**src/rtl/serial_add_pkg.sv**
```systemverilog
// Shared types for the bit-serial adder sequencer: FSM state encoding and the
// elaboration-time operand width check.
package serial_add_pkg;

  typedef enum logic [1:0] {
    IDLE  = 2'd0,
    SHIFT = 2'd1,
    DONE  = 2'd2
  } state_t;

  // The shift datapath needs at least two bits to have a distinct LSB and MSB.
  function automatic bit dwidth_ok(input int unsigned dwidth);
    return (dwidth >= 2);
  endfunction

endpackage

```
**src/rtl/serial_fa.sv**
```systemverilog
// Purpose: single-bit combinational full adder feeding the serial carry loop.
// Latency: zero cycles, purely combinational.
// Backpressure: none; the parent sequencer decides when results are consumed.
module serial_fa (
  input  logic a,
  input  logic b,
  input  logic c,
  output logic s,
  output logic co
);

  assign s  = a ^ b ^ c;
  assign co = (a & b) | (a & c) | (b & c);

endmodule

```
**src/rtl/serial_add_seq.sv**
```systemverilog
// Purpose: LSB-first bit-serial adder with valid/ready in and out; SERADD_SUB_EN adds a subtract port.
// Latency: accept edge, then DWIDTH shift edges; out_valid from the following cycle, DWIDTH+2 per op.
// Backpressure: result held in DONE until out_ready; in_ready is low for the whole operation.
module serial_add_seq
  import serial_add_pkg::*;
#(
  parameter int DWIDTH = 8
) (
  input  logic              clk,
  input  logic              rst,
  input  logic              in_valid,
  output logic              in_ready,
  input  logic [DWIDTH-1:0] a,
  input  logic [DWIDTH-1:0] b,
  input  logic              cin,
`ifdef SERADD_SUB_EN
  input  logic              sub,
`endif
  output logic              out_valid,
  input  logic              out_ready,
  output logic [DWIDTH-1:0] sum,
  output logic              cout,
  output logic              busy
);

  localparam int CNT_W = $clog2(DWIDTH);

  if (!dwidth_ok(DWIDTH)) begin : g_bad_width
    $error("serial_add_seq: DWIDTH must be >= 2");
  end

  state_t              state_q, state_d;
  logic [DWIDTH-1:0]   a_q, a_d;
  logic [DWIDTH-1:0]   b_q, b_d;
  logic [DWIDTH-1:0]   sum_q, sum_d;
  logic [CNT_W-1:0]    cnt_q, cnt_d;
  logic                carry_q, carry_d;
  logic                cout_q, cout_d;
  logic                sub_sel;
  logic                fa_s;
  logic                fa_co;

`ifdef SERADD_SUB_EN
  assign sub_sel = sub;
`else
  assign sub_sel = 1'b0;
`endif

  serial_fa u_fa (
    .a  (a_q[0]),
    .b  (b_q[0]),
    .c  (carry_q),
    .s  (fa_s),
    .co (fa_co)
  );

  always_comb begin
    state_d = state_q;
    a_d     = a_q;
    b_d     = b_q;
    sum_d   = sum_q;
    cnt_d   = cnt_q;
    carry_d = carry_q;
    cout_d  = cout_q;

    case (state_q)
      IDLE: begin
        if (in_valid) begin
          a_d     = a;
          // Subtraction is a + ~b + 1; the forced carry supplies the +1.
          b_d     = sub_sel ? ~b : b;
          carry_d = sub_sel ? 1'b1 : cin;
          cnt_d   = CNT_W'(DWIDTH - 1);
          state_d = SHIFT;
        end
      end

      SHIFT: begin
        a_d     = {1'b0, a_q[DWIDTH-1:1]};
        b_d     = {1'b0, b_q[DWIDTH-1:1]};
        sum_d   = {fa_s, sum_q[DWIDTH-1:1]};
        carry_d = fa_co;
        if (cnt_q == '0) begin
          cout_d  = fa_co;
          state_d = DONE;
        end else begin
          cnt_d = cnt_q - CNT_W'(1);
        end
      end

      DONE: begin
        if (out_ready) begin
          state_d = IDLE;
        end
      end

      default: begin
        state_d = IDLE;
      end
    endcase
  end

  always_ff @(posedge clk) begin
    if (rst) begin
      state_q <= IDLE;
      a_q     <= '0;
      b_q     <= '0;
      sum_q   <= '0;
      cnt_q   <= '0;
      carry_q <= 1'b0;
      cout_q  <= 1'b0;
    end else begin
      state_q <= state_d;
      a_q     <= a_d;
      b_q     <= b_d;
      sum_q   <= sum_d;
      cnt_q   <= cnt_d;
      carry_q <= carry_d;
      cout_q  <= cout_d;
    end
  end

  // Handshake outputs come from state alone so no comb path crosses the block.
  assign in_ready  = (state_q == IDLE);
  assign out_valid = (state_q == DONE);
  assign busy      = (state_q == SHIFT);
  assign sum       = sum_q;
  assign cout      = cout_q;

endmodule

```
**config.mk**
```make
export PLATFORM = sky130hd
export DESIGN_NAME = serial_add_seq
export DESIGN_NICKNAME = d
export VERILOG_FILES = /design/src/rtl/serial_add_pkg.sv /design/src/rtl/serial_fa.sv /design/src/rtl/serial_add_seq.sv
export SDC_FILE = /design/constraint.sdc
export NUM_CORES = 1
export LEC_CHECK = 0
export BUFFER_PORTS_ARGS = -buffer_cell sky130_fd_sc_hd__buf_2
export CAP_MARGIN = 10
export CORE_MARGIN = 10
export CORE_UTILIZATION = 45
export CTS_CLUSTER_DIAMETER = 150
export CTS_CLUSTER_SIZE = 30
export DETAILED_ROUTE_END_ITERATION = 10
export PLACE_DENSITY = 0.7
export SLEW_MARGIN = 20
export SYNTH_ARGS = -nofsm -noshare
export SYNTH_HDL_FRONTEND = slang
export SYNTH_SLANG_ARGS = --single-unit
```
**constraint.sdc**
```tcl
create_clock -name clk -period 2.6 [get_ports clk]
set_clock_uncertainty 0.05 [all_clocks]
set_input_delay 0.78 -clock clk [delete_from_list [all_inputs] [get_ports clk]]
set_output_delay 0.78 -clock clk [all_outputs]
set_load 0.005 [all_outputs]
```
* Word level (Yosys, flattened, before mapping) *
Index checks and enable logic that the tools add are counted.

word-level totals
  output and inout bits = 12
  flip-flop bits (word level) = 31
  word-level logic and storage cells = 41

cells by class
  bitwise operators = 7
  mux-type cells = 13
  reductions and logical operators = 7
  equal/unequal tests = 6
  $add $sub $neg = 1

operators by type and width
  kind                                              number
  one-hot mux 8 bit (2 select lines)                2
  2-to-1 mux 8 bit                                  2
  2-to-1 mux 2 bit                                  3
  2-to-1 mux 3 bit                                  2
  one-hot mux 2 bit (3 select lines)                1
  one-hot mux 3 bit (2 select lines)                1
  AND reduction 3 bit                               2
  != test 2 x 1 -> 1 bit, second input constant     2
  != test 2 bit, second input constant              2
  AND reduction 2 bit                               2
  AND 1 bit                                         3
  logical NOT 3 bit                                 1
  subtractor 3 x 1 -> 3 bit, second input constant  1
  == test 2 x 1 -> 1 bit, second input constant     1
  == test 2 bit, second input constant              1
  logical NOT 2 bit                                 1
  OR 1 bit                                          2
  one-hot mux 1 bit (2 select lines)                1
  nonzero test 2 bit                                1
  bitwise XOR 1 bit                                 2
  2-to-1 mux 1 bit                                  1

* Longest topological paths before layout *
Gate-level depths: netlist (run 1).

  depth after elaboration = 4
  mapped depth = 7
  depth with buffers taken out = 5

* Hierarchy *
A second synthesis (run 1) with hierarchy kept.

second synthesis, totals
  cell total of the unflattened synthesis = 159
  area total of the unflattened synthesis = 1,345.0 sq um

modules (own cells, without submodules)
  module          cells each  times used  area each (sq um)  sequential area each (sq um)
  serial_add_seq  158         1           1,325.0            620.6
  serial_fa       1           1           20.0               0.0

* Worst setup path before layout (run 1) *
Ideal clock, no wire load.

  path kind = reg2out
  from = reg state_q[0]
  to = out busy
  required time = 1,770 ps
  path buffers = 3
  data arrival time = 901 ps
  setup slack = 869 ps
  stages on the path, launching flop included = 6
  cell sequence = dfxtp_1 > nand2b_1 > buf_4 > inv_2 > buf_6 > buf_4

on the way
  word-level cells in the longest chain between the ends = 1

RTL lines
  what                      line                   text
  start: declaration        serial_add_seq.sv:32   state_t state_q, state_d;
  start signal: assignment  serial_add_seq.sv:113  state_q <= state_d;
  == test 2 x 1 -> 1 bit    serial_add_seq.sv:126  assign busy = (state_q == SHIFT);
  end: declaration          serial_add_seq.sv:23   output logic busy

No other way between the ends.

* Worst setup path after layout (run 1) *
  from = reg state_q[0]
  to = out in_ready

on the way
  word-level cells in the longest chain between the ends = 1

RTL lines
  what               line                   text
  logical NOT 2 bit  serial_add_seq.sv:124  assign in_ready = (state_q == IDLE);
  end: declaration   serial_add_seq.sv:12   output logic in_ready,

No other way between the ends.

==> flow_summary.ini, run 1 <==
[timing]
hold_viol = 0
setup_ws_ns = 0.6552
worstMarginPinSlew_ns = 0.3400
min_period_over_period = 0.7480
slew_headroom = 0.7728
rsz0062_at_grt = false
drv_slew = 0
setup_violations = 0
fin_crit_ns = 1.945
fmax_mhz = 514.2
finalSetupTns_ns = 0

[floorplan]
initial_core_util = 0.4786
ioPinCount = 33
rows = 19
die_w_um = 74.39
die_h_um = 74.39
die-area_sq_um = 5534
coreArea_sq_um = 2781

[flow_run]
max_cap_viol_count = 0

[clock_network]
post_cts_buffers = 0
cts.clk_slew.worst_paths_ns = 0.09
cts_hold_buf = 0
clk_latency_ns = 0.34
cts_root_buf = clkbuf_4
clock-sinks = 31
ctsResizeCount = 0
clockBufferDepth = 2
cts_buffers = 5
cts_max_level = 2
cts_tree = built

[global_routing]
grt_max_degree = 29
grt_pass1_wl_mm = 5.451
grt_antenna_before_repair = 0
grt_pass1_vias = 1248
grt-ovfl-total = 0
grt_usage = 0.1243

[setup_path]
critPathCaptureType = output port
cp-start-kind = flop
cp_slowest_cell = dfxtp_1
required_ns = 1.77
critPathArrivalTime_ns = 1.11
cp_num_buf_inv = 1
r2r_start = state_q[1]
rrSetupSlack_ns = 1.14
path_cells = nor2_1 > buf_2
critPathKind = flop to output port
crit_family = flip-flops
worst_r2r_endpoint = cnt_q[2]
rr_worst_depth = 5
slowest_delay_ns = 0.38
path_max_fanout = 7

[synthesis]
ys_ff_latch = 31
synth_area_sq_um = 1331
synth_edf_count = 0
ys_top_cells_by_count = nand2_1, a21oi_1, dfxtp_1
yosysWarnings = 0
yosysTopAreaCellShare = 0.4662
seq_area_frac_synth = 0.4662
postSynthCellCount = 162
synthFlopType = dfxtp_1
async_flop_share = 0
syn_area_per_cell_sq_um = 8.218
yosysUniqueCellTypes = 30
synth.most_common_cell = nand2_1
yosysTopAreaCell = dfxtp_1
synthTopCellsByArea = dfxtp_1, a21oi_1, nand2_1, a211oi_1, o21ai_0
syn_nets = 186

[power_and_ir_drop]
switching_share = 0.3027
p_comb_frac = 0.224
pwr-share-seq = 0.494
p_int_mw = 0.7883
p_leak_nw = 0.7012
irDropWorstVdd_uv = 469.6
powerDensity_nw_per_um2 = 721.1
clockPowerShare = 0.282
p_sw_mw = 0.3422

[placed_design]
placed_cells = 218
place_ws_ns = 0.8235
place_congestion = 0.7858
io_buffers = 32
post-dp-hpwl_mm = 2.323

[hold_path]
holdPathEnd = sum[0]
hold_path.startpoint = sum[0]
hold_class = flop to flop
whs_path_depth = 2

[layout]
finalNonFillerCells = 226
final_util = 0.5637
antenna_cells = 0
fin_nets = 218
drive_gt1_frac = 0.2513
area_growth_pct = 17.76

[routing]
dr.pass1.iters = 5
vias = 1223
wire_per_inst_um = 14.35
drt_wl_total_mm = 3.242
vias_per_cell = 5.412
drt.antenna.violating_nets = 0
drc = 0
drt_iter0_markers = 111

[run_status]
status = complete, no violations
==> state kept, by name, indices dropped and copies added, names as in the netlist <==
| name | flops |
|---|---|
| a_q | 8 |
| b_q | 8 |
| carry_q | 1 |
| cnt_q | 3 |
| cout | 1 |
| state_q | 2 |
| sum | 8 |
==> metal layers <==
| layer | up-vias | part of all wire | global-route usage | wire [um] |
|---|---|---|---|---|
| met5 | - | 0 | 0 | 0 |
| met4 | 0 | 0.015 | 0.05081 | 48 |
| met3 | 6 | 0.094 | 0.06915 | 306 |
| met2 | 36 | 0.45 | 0.1991 | 1474 |
| met1 | 562 | 0.44 | 0.1332 | 1413 |
| li1 | 619 | - | - | - |
==> cell usage in the layout (no fill, tap or decap) <==
cell type,instances
a2111oi_2,1
a211o_1,1
a211oi_1,7
a21bo_2,1
a21oi_1,31
a221oi_1,1
a22oi_1,1
a31o_2,1
a31oi_1,1
a32oi_1,2
and3b_1,1
buf_2,32
buf_4,5
clkbuf_1,1
clkbuf_4,5
clkbuf_8,2
dfxtp_1,31
fa_1,1
ha_1,2
inv_1,4
inv_2,1
mux2i_1,1
nand2_1,33
nand2b_1,3
nand3_1,1
nor2_1,11
nor2b_1,2
nor3_1,1
o21ai_0,9
o21ba_2,1
o21bai_1,1
==> tightest hold or removal path: cells and delay by family, from the launching register on <==
kind / cells / cell delay (ns)
DFF: 1 / 0.32
and+or+nand+nor: 1 / 0.05
AOI/OAI and AO/OA: 1 / 0.05
==> power groups by stage <==
stage	clock, mW	sequential, mW	combinational, mW
floorplan	0	0.561	0.192
global placement	0	0.567	0.242
detailed placement	0	0.568	0.252
CTS	0.328	0.558	0.254
global route	0.351	0.567	0.287
finish	0.319	0.558	0.253
==> metrics by stage <==
stage / power [mW] / hold slack [ns] / cell area [sq um]
5_1_grt: 1.205 / 0.4474 / 1568
2_1_floorplan: 0.7534 / 0.3984 / 1331
3_5_place_dp: 0.8202 / 0.3965 / 1499
3_3_place_gp: 0.8091 / 0.3897 / 1499
4_1_cts: 1.139 / 0.4101 / 1568
6_report: 1.130 / 0.4091 / 1568
==> kinds of logic (layout without fill, tap and decap cells) <==
logic type	count (synthesis)	after routing	synth area share
AO/OA/AOI/OAI	58	58	0.2650
adder cells (fa/ha/maj)	3	3	0.03383
buffers and inverters	17	50	0.06578
flip-flops	31	31	0.4662
multiplexers	1	1	0.007519
AND/OR/NAND/NOR	52	52	0.1616
==> worst max path at each step <==
stage,start,endpoint,slack (ns),cells past startpoint
detailed placement,in_valid,cnt_q[2],0.82,5
global route,state_q[0],in_ready,0.57,2
floorplan,state_q[0],busy,0.87,5
CTS,state_q[0],in_ready,0.65,2
finish,state_q[0],in_ready,0.66,2
global placement,in_valid,cnt_q[2],0.88,5
==> layout make-up <==
cell class / count / area (sq um)
fill: 276 / 1214
multi-input combinational: 114 / 623.1
sequential: 31 / 620.6
timing repair buffer: 37 / 197.7
clock buffer: 8 / 68.82
tap: 31 / 38.79
inverter: 5 / 18.77
Note: power is estimated with default switching activity, not from simulation.
==> inputs of run 2 (changes only) <==
Settings changed: PLACE_DENSITY 0.7 to 0.73.
Clock period 2.6 ns to 1.71 ns, I/O delays scaled along.
==> flow_summary.ini, run 2 (synthesized netlist as in run 1, its figures left out) <==
[run_status]
status = complete, no violations

[placed_design]
place_ws_ns = 0.2170
io_buffers = 32
place_congestion = 0.8133
post-dp-hpwl_mm = 2.339
placed_cells = 218
placed_area_sq_um = 1511

[global_routing]
grt_usage = 0.1174
grt_pass1_wl_mm = 5.168
grt_antenna_before_repair = 0
grt-ovfl-total = 0
use_met3 = 0.05585
gr-max-usage-layer = met2
grt_use_met1 = 0.1240
grt_pass1_vias = 1179
use_met2 = 0.1934
grt_max_degree = 24

[layout]
antenna_cells = 0
final_cell_area_sq_um = 1593
area_growth_pct = 19.64
final_util = 0.5727
finalNonFillerCells = 227
fin_nets = 219
drive_gt1_frac = 0.2653
layout_common_cells = nand2_1, buf_2, a21oi_1, dfxtp_1, nor2_1
final_common_cell = nand2_1

[power_and_ir_drop]
p_leak_nw = 0.7105
irDropWorstVdd_uv = 834.0
powerDensity_nw_per_um2 = 1089
p_total_mw = 1.735

[clock_network]
clk_latency_ns = 0.33
clock-sinks = 31
cts_buffers = 5
cts_max_level = 2
clockBufferDepth = 2
cts_root_buf = clkbuf_4
cts_tree = built
cts.clk_slew.worst_paths_ns = 0.09

[timing]
fin_crit_ns = 1.615
min_period_over_period = 0.9444
setup_violations = 0
drv_slew = 0
worstMarginPinSlew_ns = 0.3346
setup_ws_ns = 0.09512
hold_viol = 0
hold_slack_ns = 0.3539
slew_headroom = 0.7769
fmax_mhz = 619.2
finalSetupTns_ns = 0
rsz0062_at_grt = false

[setup_path]
rrSetupSlack_ns = 0.22
worst_r2r_endpoint = cnt_q[0]
cp-start-kind = flop
rr_worst_depth = 5
critPathKind = flop to output port
crit_start = state_q[1]
r2r_start = cnt_q[0]
path_max_fanout = 6
critPathArrivalTime_ns = 1.05
required_ns = 1.15
worstSetupEndpoint = busy
critPathCaptureType = output port

[flow_run]
max_cap_viol_count = 0

[floorplan]
die_h_um = 74.39
die_w_um = 74.39
coreArea_sq_um = 2781
rows = 19
initial_core_util = 0.4786
ioPinCount = 33
die-area_sq_um = 5534

[routing]
vias = 1241
drt_iter0_markers = 62
dr.pass1.iters = 4
wire_per_inst_um = 13.89
drt.antenna.violating_nets = 0
vias_per_cell = 5.467
drc = 0
drt_wl_total_mm = 3.154

[hold_path]
hold_class = primary input to flop
run 2: cell types whose count changed in the layout (fill, tap and decap cells not counted), sizes merged:
| cell | before | now |
|---|---|---|
| buf | 37 | 38 |
run 2: worst min path at each step:
stage          startpoint  endpoint  slack [ns]  cells past startpoint
2_1_floorplan      b_q[3]    b_q[2]        0.40                      2
3_3_place_gp       sum[0]    sum[0]        0.39                      2
3_5_place_dp       sum[0]    sum[0]        0.39                      2
4_1_cts              a[5]    a_q[5]        0.34                      3
5_1_grt              b[1]    b_q[1]        0.35                      3
6_report             a[5]    a_q[5]        0.35                      3
run 2: worst max-delay path, cell delays in order (launching register included):
cell,delay [ns]
dfxtp_2,0.38
nand2b_1,0.18
inv_4,0.04
buf_2,0.12
run 2: what timing repair did:
action | in CTS | in global routing
buffers inserted | 1 | 0
gates resized for setup | 3 | 0
endpoints found under the setup margin | 1 | 0
hold buffers | 0 | 0
hold endpoints to repair | 0 | 0
run 2: routing by layer:
layer  part of all wire  up-vias
li1                   -      623
met4              0.020        0
met3              0.080        8
met5                  0        -
met1               0.42      584
met2               0.48       26
run 2: where the power goes:
part,internal [mW],leakage [nW],switching [mW],total [mW]
Sequential,0.801,0.256,0.0509,0.852
Combinational,0.171,0.416,0.225,0.396
Clock,0.242,0.0386,0.245,0.487
Total,1.21,0.711,0.522,1.73
run 2: cell type report:
class	count	area [sq um]
well taps	31	38.79
inverters	5	21.27
multi-input cells	114	623.1
fillers	273	1189
repair buffers	38	217.7
flip-flops and latches	31	623.1
clock buffers	8	68.82
